<file path="src/rtl/irq_gen_pkg.sv">
// Shared types and helpers for the multi-channel interrupt generator.
package irq_gen_pkg;

    typedef enum logic [1:0] {
        IRQ_PULSE  = 2'b00,
        IRQ_LEVEL  = 2'b01,
        IRQ_TOGGLE = 2'b10,
        IRQ_RSVD   = 2'b11
    } irq_mode_e;

    // Width of the pulse-width counter: must hold PULSE_W itself.
    function automatic int unsigned pw_width(input int unsigned pulse_w);
        return $clog2(pulse_w + 1);
    endfunction

endpackage

</file>
<file path="src/rtl/irq_gen_chan.sv">
// One interrupt channel: period counter, output mode logic and sticky overrun flag.
module irq_gen_chan
    import irq_gen_pkg::*;
#(
    parameter int unsigned CNT_W   = 27,
    parameter int unsigned PULSE_W = 256
) (
    input  logic             clk,
    input  logic             rst_n,
    input  logic             tick,
    input  logic             en,
    input  logic [1:0]       mode,
    input  logic [CNT_W-1:0] period,
    input  logic             ack,
    input  logic             ovr_clr,
    output logic             irq,
    output logic             evt,
    output logic             ovr
);

    localparam int unsigned PW_W = pw_width(PULSE_W);

    logic [CNT_W-1:0] cnt, cnt_nxt, cnt_last;
    logic [PW_W-1:0]  wcnt, wcnt_nxt;
    irq_mode_e        mode_cur, mode_q;
    logic             active, fire, mode_chg, ovr_set;
    logic             irq_nxt, ovr_nxt;

    always_comb begin
        mode_cur = irq_mode_e'(mode);
        active   = en && (period != '0);
        cnt_last = period - CNT_W'(1);
        // >= rather than == so a period shrunk below cnt fires on the next tick
        fire     = active && tick && (cnt >= cnt_last);
        mode_chg = (mode_cur != mode_q);
        cnt_nxt  = cnt;
        wcnt_nxt = wcnt;
        irq_nxt  = irq;
        ovr_nxt  = ovr;
        ovr_set  = 1'b0;
        if (!active) begin
            cnt_nxt  = '0;
            wcnt_nxt = '0;
            irq_nxt  = 1'b0;
        end else begin
            if (tick) cnt_nxt = fire ? '0 : cnt + CNT_W'(1);
            if (mode_chg) begin
                wcnt_nxt = '0;
                irq_nxt  = 1'b0;
            end else begin
                case (mode_cur)
                    IRQ_PULSE: begin
                        if (fire) begin
                            ovr_set  = irq;
                            irq_nxt  = 1'b1;
                            wcnt_nxt = PW_W'(PULSE_W);
                        end else if (wcnt > PW_W'(1)) begin
                            wcnt_nxt = wcnt - PW_W'(1);
                        end else begin
                            wcnt_nxt = '0;
                            irq_nxt  = 1'b0;
                        end
                    end
                    IRQ_LEVEL: begin
                        if (fire) begin
                            ovr_set = irq;
                            irq_nxt = 1'b1;
                        end else if (ack) begin
                            irq_nxt = 1'b0;
                        end
                    end
                    IRQ_TOGGLE: begin
                        wcnt_nxt = '0;
                        if (fire) irq_nxt = ~irq;
                    end
                    default: begin
                        wcnt_nxt = '0;
                        irq_nxt  = 1'b0;
                    end
                endcase
            end
            if (ovr_set)      ovr_nxt = 1'b1;
            else if (ovr_clr) ovr_nxt = 1'b0;
        end
    end

    always_ff @(posedge clk or negedge rst_n) begin
        if (!rst_n) begin
            cnt    <= '0;
            wcnt   <= '0;
            irq    <= 1'b0;
            evt    <= 1'b0;
            ovr    <= 1'b0;
            mode_q <= IRQ_PULSE;
        end else begin
            cnt    <= cnt_nxt;
            wcnt   <= wcnt_nxt;
            irq    <= irq_nxt;
            evt    <= fire;
            ovr    <= ovr_nxt;
            mode_q <= mode_cur;
        end
    end

endmodule

</file>
<file path="src/rtl/irq_gen_multi.sv">
// N_CH independent interrupt/event generators sharing one tick prescaler.
module irq_gen_multi
    import irq_gen_pkg::*;
#(
    parameter int unsigned N_CH     = 4,
    parameter int unsigned CNT_W    = 27,
    parameter int unsigned PRESCALE = 1,
    parameter int unsigned PULSE_W  = 256
) (
    input  logic                  clk,
    input  logic                  rst_n,
    input  logic [N_CH-1:0]       en_i,
    input  logic [2*N_CH-1:0]     mode_i,
    input  logic [CNT_W*N_CH-1:0] period_i,
    input  logic [N_CH-1:0]       ack_i,
    input  logic [N_CH-1:0]       ovr_clr_i,
    output logic [N_CH-1:0]       irq_o,
    output logic [N_CH-1:0]       evt_o,
    output logic [N_CH-1:0]       ovr_o
);

    logic tick;

    if (PRESCALE > 1) begin : g_ps
        localparam int unsigned PS_W = $clog2(PRESCALE);
        logic [PS_W-1:0] ps;

        assign tick = (ps == PS_W'(PRESCALE - 1));

        always_ff @(posedge clk or negedge rst_n) begin
            if (!rst_n)    ps <= '0;
            else if (tick) ps <= '0;
            else           ps <= ps + PS_W'(1);
        end
    end else begin : g_no_ps
        assign tick = 1'b1;
    end

    for (genvar n = 0; n < N_CH; n++) begin : g_ch
        irq_gen_chan #(
            .CNT_W   (CNT_W),
            .PULSE_W (PULSE_W)
        ) u_chan (
            .clk     (clk),
            .rst_n   (rst_n),
            .tick    (tick),
            .en      (en_i[n]),
            .mode    (mode_i[2*n +: 2]),
            .period  (period_i[CNT_W*n +: CNT_W]),
            .ack     (ack_i[n]),
            .ovr_clr (ovr_clr_i[n]),
            .irq     (irq_o[n]),
            .evt     (evt_o[n]),
            .ovr     (ovr_o[n])
        );
    end

endmodule
</file>
<file path="config.mk">
export PLATFORM = sky130hd
export DESIGN_NAME = irq_gen_multi
export DESIGN_NICKNAME = d
export VERILOG_FILES = /design/src/rtl/irq_gen_pkg.sv /design/src/rtl/irq_gen_chan.sv /design/src/rtl/irq_gen_multi.sv
export SDC_FILE = /design/constraint.sdc
export NUM_CORES = 1
export LEC_CHECK = 0
export ABC_AREA = 1
export BUFFER_PORTS_ARGS = -buffer_cell sky130_fd_sc_hd__buf_4
export CORE_MARGIN = 3
export CORE_UTILIZATION = 50
export CTS_CLUSTER_SIZE = 28
export DETAILED_ROUTE_END_ITERATION = 8
export PLACE_DENSITY = 0.69
export SYNTH_ARGS = -nofsm -noshare
export SYNTH_HDL_FRONTEND = slang
export SYNTH_SLANG_ARGS = --single-unit
</file>
<file path="constraint.sdc">
create_clock -name clk -period 2.5 [get_ports clk]
set_input_delay 0.25 -clock clk [delete_from_list [all_inputs] [get_ports clk]]
set_output_delay 0.25 -clock clk [all_outputs]
set_load 0.1 [all_outputs]
</file>
==> summary.md <==
| Metric | Value |
|---|---|
| Worst-Margin Slew | 0.8532 ns |
| CP startpoint | period_i[0] |
| Cell accounting for the most synthesized area | dfrtp_1 |
| CP max FO | 5 |
| Psw | 2.029 mW |
| Element type at the critical path start | input pin |
| Max Slew Vio Count | 0 |
| WP data required | 2.87 ns |
| Fin crit period | 2.637 ns |
| Initial antenna violation count | 0 |
| Final hold slack | 0.06990 ns |
| Layout cells sized above 1 | 34.58% |
| Cell variety after synth | 48 |
| CP endpoint kind | register |
| Total GRT Usage | 23.99% |
| Total I/O pin count | 142 |
| First-pass GRT wire length | 61,910 µm |
| Clock root buffer | clkbuf_16 |
| Share of the synthesized area in the top cell type | 29.41% |
| RSZ-0062 raised after global routing | yes |
| Port-buffer cells | 141 |
| Nets | 2,622 |
| CTS Buf Count | 17 |
| Max Cap Violations | 0 |
| HP Start | ovr_clr_i[0] |
| Diodes inserted | 0 |
| Worst hold path type | in2reg |
| WP data arrival | 3.01 ns |
| # setup viols final | 106 |
| Final ANT Viol Nets | 0 |
| Max VDD drop | 0.3450 mV |
| Failing checks | negative setup slack |
| Syn avg cell area | 7.179 µm² |
| Final worst slack | -0.1374 ns |
| DR WL/cell | 13.93 µm |
| Leading cell type by number of instances after synthesis | nand2_1 |
| Drt drc | 0 |
| Drt total wl | 38,280 µm |
| Clk_skew | 0.01682 ns |
| Reg power frac | 40.0% |
| Initial Utilization | 51.35% |
| Final Hold Vio Count | 0 |
| Mapped Area | 13,960 µm² |
| Die Wd | 173.1 µm |
| Register area share after synthesis | 29.41% |
| Slew headroom | 43.06% |
| TNS Setup | -7.289 ns |
| Largest net degree at the start of global routing | 74 |
| 1st-iter DRT viols | 636 |
| Clock sinks | 164 |
| Syn. warnings | 0 |
| Most used flip-flop cell after synthesis | dfrtp_1 |
| Lkg Pwr | 9.663 nW |
| Worst-path clk slew | 0.07 ns |
| Comb pwr share | 21.3% |
| Die area | 29,950 µm² |
| Vias in the first global route | 13,880 |
| Clk buf depth | 2 |
| Clock share of power | 38.8% |
| Pwr dens | 341.7 nW/µm² |
| Die Ht | 173.1 µm |
| Status | finished, violations left |
| Sw Ratio | 29.74% |
| Path type of the worst setup path | in2reg |
| H-tree depth | 4 |
| FILL cells | 2,110 |
| Rows | 60 |
| CTS tree | yes |
| Clk Latency, worst-skew pair | 0.44 ns |
| Reg2reg start | g_ch[1].u_chan.cnt[0] |
| DR vias/cell | 5.135 |
| Area Overhead vs Synth | 43.02% |
| Max Fclk | 0.3792 GHz |
| Final period util | 105.5% |
| Final Wtd Congestion | 0.8963 |
| Post-Syn Instances | 1,944 |
| Top cells by count, synth | nand2_1, nor2_1, inv_1 |
| First-pass DRT Iterations | 5 |
| Dpl hpwl | 27,620 µm |
| Vias after detailed routing | 14,120 |
| Top cells by area, synth | dfrtp_1, ha_1, nand2_1 |
| Core Area | 27,180 µm² |
| Mapped Nets | 2,202 |
| Post-synth EDFFs | 0 |
| Total grt overflow | 0 |
| Seq cells post-synth | 164 |
| Async set-reset flop share out of synthesis | 100.0% |
| Int Pwr | 4.792 mW |
## flip-flops by register name (all words and copies together), names as in the netlist
name	count
g_ch.u_chan.cnt	108
g_ch.u_chan.wcnt	36
g_ch.u_chan.mode_q	8
g_ch.u_chan.evt	4
g_ch.u_chan.irq	4
g_ch.u_chan.ovr	4
## power by group through the flow
stage	logic [mW]	clock network, mW	registers, mW
6_report	1.45	2.64	2.73
2_1_floorplan	0.607	0	2.77
3_5_place_dp	1.23	0	2.78
4_1_cts	1.30	2.69	2.73
5_1_grt	1.61	2.80	2.73
3_3_place_gp	1.20	0	2.78
## final timing paths
check	end	slack (ns)	cells after the start
setup / recovery	g_ch[0].u_chan.cnt[14]	-0.14	20
hold / removal	g_ch[0].u_chan.ovr	0.07	4
setup reg to reg	g_ch[1].u_chan.cnt[14]	0.30	12
hold reg to reg	g_ch[2].u_chan.cnt[0]	0.48	1
max in group asynchronous	g_ch[3].u_chan.cnt[25]	1.50	3
min in group asynchronous	g_ch[2].u_chan.cnt[0]	0.28	2
## cell families (layout without fill, tap and decap cells)
logic type | count (synthesis) | after routing | share of synthesized area [%]
compound gates | 140 | 140 | 5.460
xor+xnor | 185 | 185 | 11.61
fa+ha+maj | 128 | 128 | 11.48
buf+inv | 268 | 695 | 7.827
flops | 164 | 164 | 29.41
mux | 1 | 1 | 0.07173
simple gates | 1058 | 1064 | 34.15
## worst max-delay path, cell delays in order
cell and delay [ns]:
buf_12 0.11, inv_12 0.04, ha_4 0.13, nand2_4 0.05, nor3_4 0.21, nand2_2 0.10, nor3_4 0.27, nand2_2 0.11
nor2_2 0.11, xnor2_1 0.13, ha_1 0.28, a21oi_1 0.15, o21a_1 0.13, nand2_1 0.09, a21oi_4 0.15, nand3_4 0.15
buf_6 0.16, nor2_4 0.18, nand3_1 0.11, inv_1 0.06
## placed cells by master, fill, tap and decap left out, types with 53 or more instances in the layout
| cell type | count |
|---|---|
| xor2_1 | 113 |
| nand2_1 | 362 |
| xnor2_1 | 65 |
| nand4_1 | 53 |
| nor2_2 | 69 |
| nand3_1 | 83 |
| ha_1 | 116 |
| dfrtp_1 | 164 |
| nor2_1 | 226 |
| inv_1 | 204 |
| buf_4 | 362 |
| nor2_4 | 55 |
## routing by layer
layer	global-route usage, %	up-vias	wire [µm]
li1	-	7115	-
met5	0	-	0
met2	43.32	297	19990
met3	2.899	62	1213
met1	30.50	6641	16370
met4	5.980	0	712
## per-stage QoR
step | area (µm²) | power, mW | util, % | setup slack [ns] | cells
6_report | 19960 | 6.820 | 73.45 | -0.1374 | 2749
3_3_place_gp | 17310 | 3.975 | 63.68 | -0.6321 | 2656
5_1_grt | 19960 | 7.145 | 73.45 | -0.3301 | 2749
4_1_cts | 18560 | 6.716 | 68.30 | -0.03945 | 2718
3_5_place_dp | 17310 | 4.004 | 63.68 | -0.7175 | 2656
2_1_floorplan | 14290 | 3.374 | - | -0.3142 | 1944
## cell type report
type,instances,area [µm²],area share (%)
well taps,372,465.4,2.332
repair inverters,3,36.28,0.1818
flip-flops and latches,164,4104,20.56
repair buffers,415,3397,17.02
clock inverters,14,147.6,0.7397
multi-input cells,1518,10330,51.75
clock buffers,18,439.2,2.200
inverters,245,1042,5.222
## repair_timing
action,CTS,global route
gates resized for setup,105,288
buffers inserted,20,25
hold buffers,9,0
setup endpoints to repair,152,156
pin swaps,80,120
gates cloned,1,8
hold endpoints to repair,42,0
(Power assumes the default switching activity.)
